[config.mk]
export PLATFORM = sky130hd
export DESIGN_NAME = rgb_to_gray_stream_flat
export DESIGN_NICKNAME = d
export VERILOG_FILES = /design/src/rtl/rgb_to_gray_stream_pkg.sv /design/src/rtl/rgb_to_gray_stream_if.sv /design/src/rtl/rgb_to_gray_stream_luma_pipe.sv /design/src/rtl/rgb_to_gray_stream.sv /design/src/flat_wrapper.sv
export SDC_FILE = /design/constraint.sdc
export NUM_CORES = 1
export LEC_CHECK = 0
export BUFFER_PORTS_ARGS = -buffer_cell sky130_fd_sc_hd__buf_4
export CORE_MARGIN = 1.5
export CORE_UTILIZATION = 65
export CTS_CLUSTER_SIZE = 25
export DETAILED_ROUTE_END_ITERATION = 12
export GPL_TIMING_DRIVEN = 0
export PLACE_DENSITY_LB_ADDON = 0.08
export SYNTH_ARGS = -nofsm -noshare
export SYNTH_HDL_FRONTEND = slang
export SYNTH_SLANG_ARGS = --single-unit
[constraint.sdc]
create_clock -name HCLK -period 9.2 [get_ports HCLK]
set_input_delay 0.92 -clock HCLK [delete_from_list [all_inputs] [get_ports HCLK]]
set_output_delay 0.92 -clock HCLK [all_outputs]
set_load 0.005 [all_outputs]
[src/rtl/rgb_to_gray_stream_pkg.sv]
// Shared definitions for the RGB-to-gray feeder and the edge-detection stage:
// FSM state encoding, luma coefficients, rounding constant and default frame
// geometry.
package rgb_to_gray_stream_pkg;

  typedef enum logic [1:0] {
    IDLE  = 2'd0,
    RUN   = 2'd1,
    DRAIN = 2'd2
  } stateT;

  localparam int DEF_WIDTH          = 768;
  localparam int DEF_HEIGHT         = 512;
  localparam int DEF_BITS_FOR_INDEX = 10;
  localparam int DEF_SIZE_OF_WIDTH  = 8;
  localparam int DEF_BIN_THRESHOLD  = 100;

  // BT.601 luma weights scaled by 256; they sum to 256, so full-scale input
  // maps to full-scale gray.
  localparam logic [15:0] LUMA_R = 16'd77;
  localparam logic [15:0] LUMA_G = 16'd150;
  localparam logic [15:0] LUMA_B = 16'd29;

  // Half an LSB of the 8-bit result, added before truncation.
  localparam logic [16:0] LUMA_ROUND = 17'd128;

endpackage

[src/rtl/rgb_to_gray_stream_if.sv]
// Pixel stream bundle between the RGB source, the gray converter and the
// edge-detection stage. The slave side is the converter.
interface rgb_to_gray_stream_if
  import rgb_to_gray_stream_pkg::*;
#(
  parameter int sizeOfWidth    = DEF_SIZE_OF_WIDTH,
  parameter int BITS_FOR_INDEX = DEF_BITS_FOR_INDEX
);

  logic                      in_valid;
  logic                      in_ready;
  logic [sizeOfWidth-1:0]    in_r;
  logic [sizeOfWidth-1:0]    in_g;
  logic [sizeOfWidth-1:0]    in_b;

  logic                      out_valid;
  logic [sizeOfWidth-1:0]    DATA_WRITE_R0;
  logic [BITS_FOR_INDEX-1:0] rowIndex;
  logic [BITS_FOR_INDEX-1:0] colIndex;
  logic                      frame_last;

  modport slave (
    input  in_valid, in_r, in_g, in_b,
    output in_ready, out_valid, DATA_WRITE_R0, rowIndex, colIndex, frame_last
  );

  modport master (
    output in_valid, in_r, in_g, in_b,
    input  in_ready, out_valid, DATA_WRITE_R0, rowIndex, colIndex, frame_last
  );

endinterface

[src/rtl/rgb_to_gray_stream_luma_pipe.sv]
// Two-stage RGB-to-luma pipeline with valid/index/last sideband.
// Stage 1 registers the three weighted channels, stage 2 registers the
// rounded sum. Define GRAY_THRESHOLD_EN to binarise the stage-2 result
// against BIN_THRESHOLD (latency is the same either way).
module rgb_luma_pipe
  import rgb_to_gray_stream_pkg::*;
#(
  parameter int sizeOfWidth    = DEF_SIZE_OF_WIDTH,
  parameter int BITS_FOR_INDEX = DEF_BITS_FOR_INDEX,
  parameter int BIN_THRESHOLD  = DEF_BIN_THRESHOLD
) (
  input  logic                      HCLK,
  input  logic                      HRESETn,
  input  logic                      inValid,
  input  logic [sizeOfWidth-1:0]    inR,
  input  logic [sizeOfWidth-1:0]    inG,
  input  logic [sizeOfWidth-1:0]    inB,
  input  logic [BITS_FOR_INDEX-1:0] inRow,
  input  logic [BITS_FOR_INDEX-1:0] inCol,
  input  logic                      inLast,
  output logic                      outValid,
  output logic [sizeOfWidth-1:0]    outGray,
  output logic [BITS_FOR_INDEX-1:0] outRow,
  output logic [BITS_FOR_INDEX-1:0] outCol,
  output logic                      outLast
);

  logic                      s1Valid;
  logic                      s1Last;
  logic [15:0]               s1R;
  logic [15:0]               s1G;
  logic [15:0]               s1B;
  logic [BITS_FOR_INDEX-1:0] s1Row;
  logic [BITS_FOR_INDEX-1:0] s1Col;

  logic [16:0]               sum;
  logic [sizeOfWidth-1:0]    gray;
  logic [sizeOfWidth-1:0]    pixOut;

  // Stage 1: weight each channel; data holds when no pixel enters.
  always_ff @(posedge HCLK) begin
    if (!HRESETn) begin
      s1Valid <= 1'b0;
      s1Last  <= 1'b0;
      s1R     <= '0;
      s1G     <= '0;
      s1B     <= '0;
      s1Row   <= '0;
      s1Col   <= '0;
    end else begin
      s1Valid <= inValid;
      s1Last  <= inValid & inLast;
      if (inValid) begin
        s1R   <= LUMA_R * 16'(inR);
        s1G   <= LUMA_G * 16'(inG);
        s1B   <= LUMA_B * 16'(inB);
        s1Row <= inRow;
        s1Col <= inCol;
      end
    end
  end

  // Worst case is 65408, so bit 16 never sets and no saturation is needed.
  assign sum  = {1'b0, s1R} + {1'b0, s1G} + {1'b0, s1B} + LUMA_ROUND;
  assign gray = sizeOfWidth'(sum[15:8]);

`ifdef GRAY_THRESHOLD_EN
  localparam logic [sizeOfWidth-1:0] THRESH = sizeOfWidth'(BIN_THRESHOLD);
  assign pixOut = (gray >= THRESH) ? '1 : '0;
`else
  logic unusedThreshold;
  assign unusedThreshold = ^sizeOfWidth'(BIN_THRESHOLD);
  assign pixOut = gray;
`endif

  logic unusedSumBits;
  assign unusedSumBits = ^{sum[16], sum[7:0]};

  // Stage 2: output register; valid/last pulse only with a fresh pixel.
  always_ff @(posedge HCLK) begin
    if (!HRESETn) begin
      outValid <= 1'b0;
      outLast  <= 1'b0;
      outGray  <= '0;
      outRow   <= '0;
      outCol   <= '0;
    end else begin
      outValid <= s1Valid;
      outLast  <= s1Valid & s1Last;
      if (s1Valid) begin
        outGray <= pixOut;
        outRow  <= s1Row;
        outCol  <= s1Col;
      end
    end
  end

endmodule

[src/rtl/rgb_to_gray_stream.sv]
// RGB-to-gray stream feeder for the edge-detection stage. Owns the frame
// FSM and raster counters; the luma math lives in rgb_luma_pipe.
// Optional build macro: GRAY_THRESHOLD_EN (binarised output).
//
//   state | meaning
//   IDLE  | waiting for start, in_ready low
//   RUN   | accepting pixels, raster counters advance on accept
//   DRAIN | last pixel accepted, waiting 2 cycles for it to leave stage 2
module rgb_to_gray_stream
  import rgb_to_gray_stream_pkg::*;
#(
  parameter int WIDTH          = DEF_WIDTH,
  parameter int HEIGHT         = DEF_HEIGHT,
  parameter int BITS_FOR_INDEX = DEF_BITS_FOR_INDEX,
  parameter int sizeOfWidth    = DEF_SIZE_OF_WIDTH,
  parameter int BIN_THRESHOLD  = DEF_BIN_THRESHOLD
) (
  input  logic                HCLK,
  input  logic                HRESETn,
  input  logic                start,
  output logic                busy,
  rgb_to_gray_stream_if.slave px
);

  localparam logic [BITS_FOR_INDEX-1:0] COL_LAST = BITS_FOR_INDEX'(WIDTH - 1);
  localparam logic [BITS_FOR_INDEX-1:0] ROW_LAST = BITS_FOR_INDEX'(HEIGHT - 1);

  stateT                     stateQ;
  stateT                     stateD;
  logic                      drainCntQ;
  logic                      drainCntD;
  logic [BITS_FOR_INDEX-1:0] rowCnt;
  logic [BITS_FOR_INDEX-1:0] colCnt;
  logic                      accept;
  logic                      atLast;

  assign px.in_ready = (stateQ == RUN);
  assign busy        = (stateQ != IDLE);
  assign accept      = px.in_valid & px.in_ready;
  assign atLast      = (rowCnt == ROW_LAST) && (colCnt == COL_LAST);

  // State register and drain down-counter.
  always_ff @(posedge HCLK) begin
    if (!HRESETn) begin
      stateQ    <= IDLE;
      drainCntQ <= 1'b0;
    end else begin
      stateQ    <= stateD;
      drainCntQ <= drainCntD;
    end
  end

  // Next state; the drain counter is loaded with 1 so DRAIN lasts exactly two
  // cycles, matching the pipeline depth. start is only honoured in IDLE.
  always_comb begin
    stateD    = stateQ;
    drainCntD = drainCntQ;
    case (stateQ)
      IDLE: begin
        if (start) stateD = RUN;
      end
      RUN: begin
        if (accept && atLast) begin
          stateD    = DRAIN;
          drainCntD = 1'b1;
        end
      end
      DRAIN: begin
        if (drainCntQ == 1'b0) stateD = IDLE;
        else drainCntD = drainCntQ - 1'b1;
      end
      default: stateD = IDLE;
    endcase
  end

  // Raster position of the next pixel to accept; cleared when a frame is armed.
  always_ff @(posedge HCLK) begin
    if (!HRESETn) begin
      rowCnt <= '0;
      colCnt <= '0;
    end else if ((stateQ == IDLE) && start) begin
      rowCnt <= '0;
      colCnt <= '0;
    end else if (accept) begin
      if (colCnt == COL_LAST) begin
        colCnt <= '0;
        rowCnt <= atLast ? '0 : rowCnt + 1'b1;
      end else begin
        colCnt <= colCnt + 1'b1;
      end
    end
  end

  rgb_luma_pipe #(
    .sizeOfWidth   (sizeOfWidth),
    .BITS_FOR_INDEX(BITS_FOR_INDEX),
    .BIN_THRESHOLD (BIN_THRESHOLD)
  ) u_luma_pipe (
    .HCLK    (HCLK),
    .HRESETn (HRESETn),
    .inValid (accept),
    .inR     (px.in_r),
    .inG     (px.in_g),
    .inB     (px.in_b),
    .inRow   (rowCnt),
    .inCol   (colCnt),
    .inLast  (atLast),
    .outValid(px.out_valid),
    .outGray (px.DATA_WRITE_R0),
    .outRow  (px.rowIndex),
    .outCol  (px.colIndex),
    .outLast (px.frame_last)
  );

endmodule

[src/flat_wrapper.sv]
// flat-port wrapper written by rule: the top's interface ports become plain ports
module rgb_to_gray_stream_flat import rgb_to_gray_stream_pkg::*;
#(
  parameter int WIDTH          = DEF_WIDTH,
  parameter int HEIGHT         = DEF_HEIGHT,
  parameter int BITS_FOR_INDEX = DEF_BITS_FOR_INDEX,
  parameter int sizeOfWidth    = DEF_SIZE_OF_WIDTH,
  parameter int BIN_THRESHOLD  = DEF_BIN_THRESHOLD
)
  (HCLK, HRESETn, start, busy, px_in_valid, px_in_r, px_in_g, px_in_b, px_in_ready, px_out_valid, px_DATA_WRITE_R0, px_rowIndex, px_colIndex, px_frame_last);
  rgb_to_gray_stream_if #(.sizeOfWidth(sizeOfWidth), .BITS_FOR_INDEX(BITS_FOR_INDEX)) px_i ();
  input  logic HCLK;
  input  logic HRESETn;
  input  logic start;
  output logic busy;
  input wire logic [$bits(px_i.in_valid)-1:0] px_in_valid;
  input wire logic [$bits(px_i.in_r)-1:0] px_in_r;
  input wire logic [$bits(px_i.in_g)-1:0] px_in_g;
  input wire logic [$bits(px_i.in_b)-1:0] px_in_b;
  output wire logic [$bits(px_i.in_ready)-1:0] px_in_ready;
  output wire logic [$bits(px_i.out_valid)-1:0] px_out_valid;
  output wire logic [$bits(px_i.DATA_WRITE_R0)-1:0] px_DATA_WRITE_R0;
  output wire logic [$bits(px_i.rowIndex)-1:0] px_rowIndex;
  output wire logic [$bits(px_i.colIndex)-1:0] px_colIndex;
  output wire logic [$bits(px_i.frame_last)-1:0] px_frame_last;
  assign px_i.in_valid = px_in_valid;
  assign px_i.in_r = px_in_r;
  assign px_i.in_g = px_in_g;
  assign px_i.in_b = px_in_b;
  assign px_in_ready = px_i.in_ready;
  assign px_out_valid = px_i.out_valid;
  assign px_DATA_WRITE_R0 = px_i.DATA_WRITE_R0;
  assign px_rowIndex = px_i.rowIndex;
  assign px_colIndex = px_i.colIndex;
  assign px_frame_last = px_i.frame_last;
  rgb_to_gray_stream #(.WIDTH(WIDTH), .HEIGHT(HEIGHT), .BITS_FOR_INDEX(BITS_FOR_INDEX), .sizeOfWidth(sizeOfWidth), .BIN_THRESHOLD(BIN_THRESHOLD)) u_core (.HCLK(HCLK), .HRESETn(HRESETn), .start(start), .busy(busy), .px(px_i));
endmodule
==> impl_metrics.json <==
{
  "area_growth_pct": 15.10,
  "place_worst_setup_slack_ns": 4.870,
  "syn-num-nets": 1100,
  "critical_path.max_fanout": 6,
  "finalSetupViolations": 0,
  "layout.nets": 1178,
  "drt_iter0_markers": 435,
  "synth-seq-area-share_pct": 29.55,
  "crit_path_max_incr_delay_ns": 0.52,
  "critPathBufInv": 3,
  "end_kind": "flip-flop",
  "grt_pass1_vias": 6246,
  "overflow": 0,
  "crit_chain": "buf_4 > ha_1 > ha_1 > inv_1 > fa_1 > fa_1 > inv_1 > ha_1 > nor4_1 > o21ai_0 > a211oi_1 > nor2_1 > xnor2_1 > a21oi_1",
  "port_buffers": 59,
  "syn_inst": 907,
  "fin_crit_sh_pct": 42.80,
  "die_w_um": 113.9,
  "syn-cell-area_sq_um": 7994,
  "insertion_delay_ns": 0.41,
  "synth.area.top_cells": "dfxtp_1 30%, ha_1 20%, fa_1 9.5%",
  "ant_nets": 0,
  "post_cts_buffers": 0,
  "pwr_density_cell_nw_per_um2": 188.5,
  "antenna_found_initial": 0,
  "cts_buffers": 17,
  "synth_area_per_cell_sq_um": 8.814,
  "setup_slack_ns": 5.262,
  "ys.flop_type": "dfxtp_1",
  "drc": 0,
  "crit_type": "input pin to flip-flop",
  "min_period_ns": 3.938,
  "antenna_cells": 0,
  "worst_ep_arrival_time_ns": 4.21,
  "grt_pass1_wl_um": 29970,
  "total_power_w": 0.001735,
  "wl_um": 17830,
  "synthArstFlopShare_pct": 0,
  "tns_ns": 0,
  "core-area_sq_um": 12010,
  "synth_seq_cells": 118,
  "cp_top_family": "adder cells",
  "die_h_um": 113.9,
  "grt_usage_pct": 29.26,
  "synthTopCellsByCount": "127 x ha_1, 118 x dfxtp_1, 107 x inv_1, 103 x nand2_1, 76 x nor2_1",
  "via_per_inst": 5.601,
  "crit_required_ns": 9.48,
  "cts_tree": "built",
  "min_path_type": "flip-flop to flip-flop",
  "slew_violations": 0,
  "synth_warnings": 0,
  "cts_sinks": 118,
  "max_freq_ghz": 0.2539,
  "clk_transition_reported_paths_ns": 0.06,
  "cp_common_cell": "ha_1",
  "place_congestion": 0.8739,
  "cts-resized-gates": 0,
  "avgRoutedWirePerCell_um": 15.57,
  "vdd_drop_max_mv": 0.1342,
  "fin_hold_ws_ns": 0.4532,
  "vias": 6413,
  "tightest_slew_ns": 0.7957,
  "cts_buffer_depth": 2,
  "synth_most_common_cell": "ha_1",
  "hold_viol_final": 0,
  "clock_skew_ns": 0.005585,
  "cp-start-kind": "input pin",
  "rsz0062_at_grt": "no",
  "cts_max_level": 4,
  "synth_cell_types": 59,
  "cts-root-buf": "clkbuf_16",
  "rows": 40,
  "hpwl_um": 13740,
  "static-leakage-power_nw": 4.192,
  "synth-edff-count": 0,
  "holdBufCountCts": 0,
  "netlist.area_leader.share_pct": 29.55,
  "yosysTopAreaCell": "dfxtp_1",
  "grt_max_degree": 17,
  "status": "complete, no violations",
  "relSlewSlack_pct": 46.95,
  "ioPinCount": 60,
  "slowest_stage": "fa_1",
  "drv_cap": 0,
  "drive_above_1_share_pct": 10.12,
  "dr.pass1.iters": 6,
  "dieArea_sq_um": 12970,
  "initial_utilization_pct": 66.55
}
## state kept, by name (all words and copies together) (netlist names)
signal	flops
u_core.colCnt	10
u_core.drainCntQ	1
u_core.rowCnt	10
u_core.stateQ	2
u_core.u_luma_pipe.outCol	10
u_core.u_luma_pipe.outGray	8
u_core.u_luma_pipe.outLast	1
u_core.u_luma_pipe.outRow	10
u_core.u_luma_pipe.outValid	1
u_core.u_luma_pipe.s1B	13
u_core.u_luma_pipe.s1Col	10
u_core.u_luma_pipe.s1G	15
u_core.u_luma_pipe.s1Last	1
u_core.u_luma_pipe.s1R	15
u_core.u_luma_pipe.s1Row	10
u_core.u_luma_pipe.s1Valid	1
## path summary, 6_finish.rpt
kind	startpoint	end	slack (ns)	cells past startpoint
worst max-delay path	px_in_g[4]	u_core.u_luma_pipe.s1G[12]	5.26	14
worst min-delay path	u_core.u_luma_pipe.outGray[2]	u_core.u_luma_pipe.outGray[2]	0.45	2
worst max register to register	u_core.u_luma_pipe.s1R[4]	u_core.u_luma_pipe.outGray[7]	6.09	11
worst min register to register	u_core.u_luma_pipe.outGray[2]	u_core.u_luma_pipe.outGray[2]	0.45	2
## where the power goes
| group | total (W) | switching [W] | internal [W] | leakage (nW) |
|---|---|---|---|---|
| logic | 0.000542 | 0.000314 | 0.000228 | 2.96 |
| registers | 0.000547 | 0.0000143 | 0.000533 | 0.955 |
| clock network | 0.000646 | 0.000247 | 0.000399 | 0.280 |
| total | 0.00173 | 0.000575 | 0.00116 | 4.19 |
## per-layer routing
layer / vias to the layer above / GRT usage [%] / part of all wire [%] / routed length [um]
li1: 3214 / - / - / -
met1: 3026 / 38.74 / 46 / 8121
met2: 147 / 49.52 / 48 / 8500
met3: 26 / 4.888 / 4.9 / 870
met4: 0 / 8.333 / 1.9 / 338
met5: - / 0 / 0 / 0
## cell usage in the layout, fill, tap and decap left out, types with 6 or more instances in the layout
cell type and n:
ha_1 127, dfxtp_1 118, inv_1 107, nand2_1 103
nor2_1 76, a21oi_1 64, buf_4 60, fa_1 38
o21ai_0 28, nand3_1 28, xnor2_1 23, mux2i_1 22
xor2_1 20, clkbuf_1 18, clkbuf_16 17, nor3_1 16
nand2b_1 10, a211oi_1 10, buf_1 8, nand4_1 8
nor2b_1 6, a21o_1 6, nand3b_1 6, o21ai_1 6
## worst register-to-register path: cells and delay by family, from the launching register on
| family | cells | cell delay [ns] |
|---|---|---|
| adder cells (fa/ha/maj) | 3 | 1.15 |
| AND/OR/NAND/NOR | 4 | 0.85 |
| AO/OA/AOI/OAI | 2 | 0.62 |
| flip-flops | 1 | 0.33 |
| buffers and inverters | 2 | 0.12 |
## final cells by class
class / instances / area [sq um]
buffer: 29 / 121.4
clock buffer: 17 / 425.4
clock inverter: 15 / 155.1
fill: 911 / 2810
inverter: 107 / 401.6
multi-input combinational: 653 / 5109
sequential: 118 / 2362
tap: 147 / 183.9
timing repair buffer: 59 / 442.9
## cells by family (layout without fill, tap and decap cells)
kind of cell    after synthesis  count (layout)  synth area share [%]
buf+inv                     136             227                 6.542
xor+xnor                     43              43                 4.711
flops                       118             118                 29.55
mux                          22              22                 2.755
compound gates              147             147                 11.21
fa+ha+maj                   165             165                 29.39
simple gates                276             276                 15.84
## metrics by stage
step	std cells	instance area, sq um	utilization [%]
global route	1145	9201	76.60
global placement	1113	8621	71.77
CTS	1145	9201	76.60
detailed placement	1113	8621	71.77
floorplan	907	7994	-
finish	1145	9201	76.60
Power figures use the tool's default switching activity.
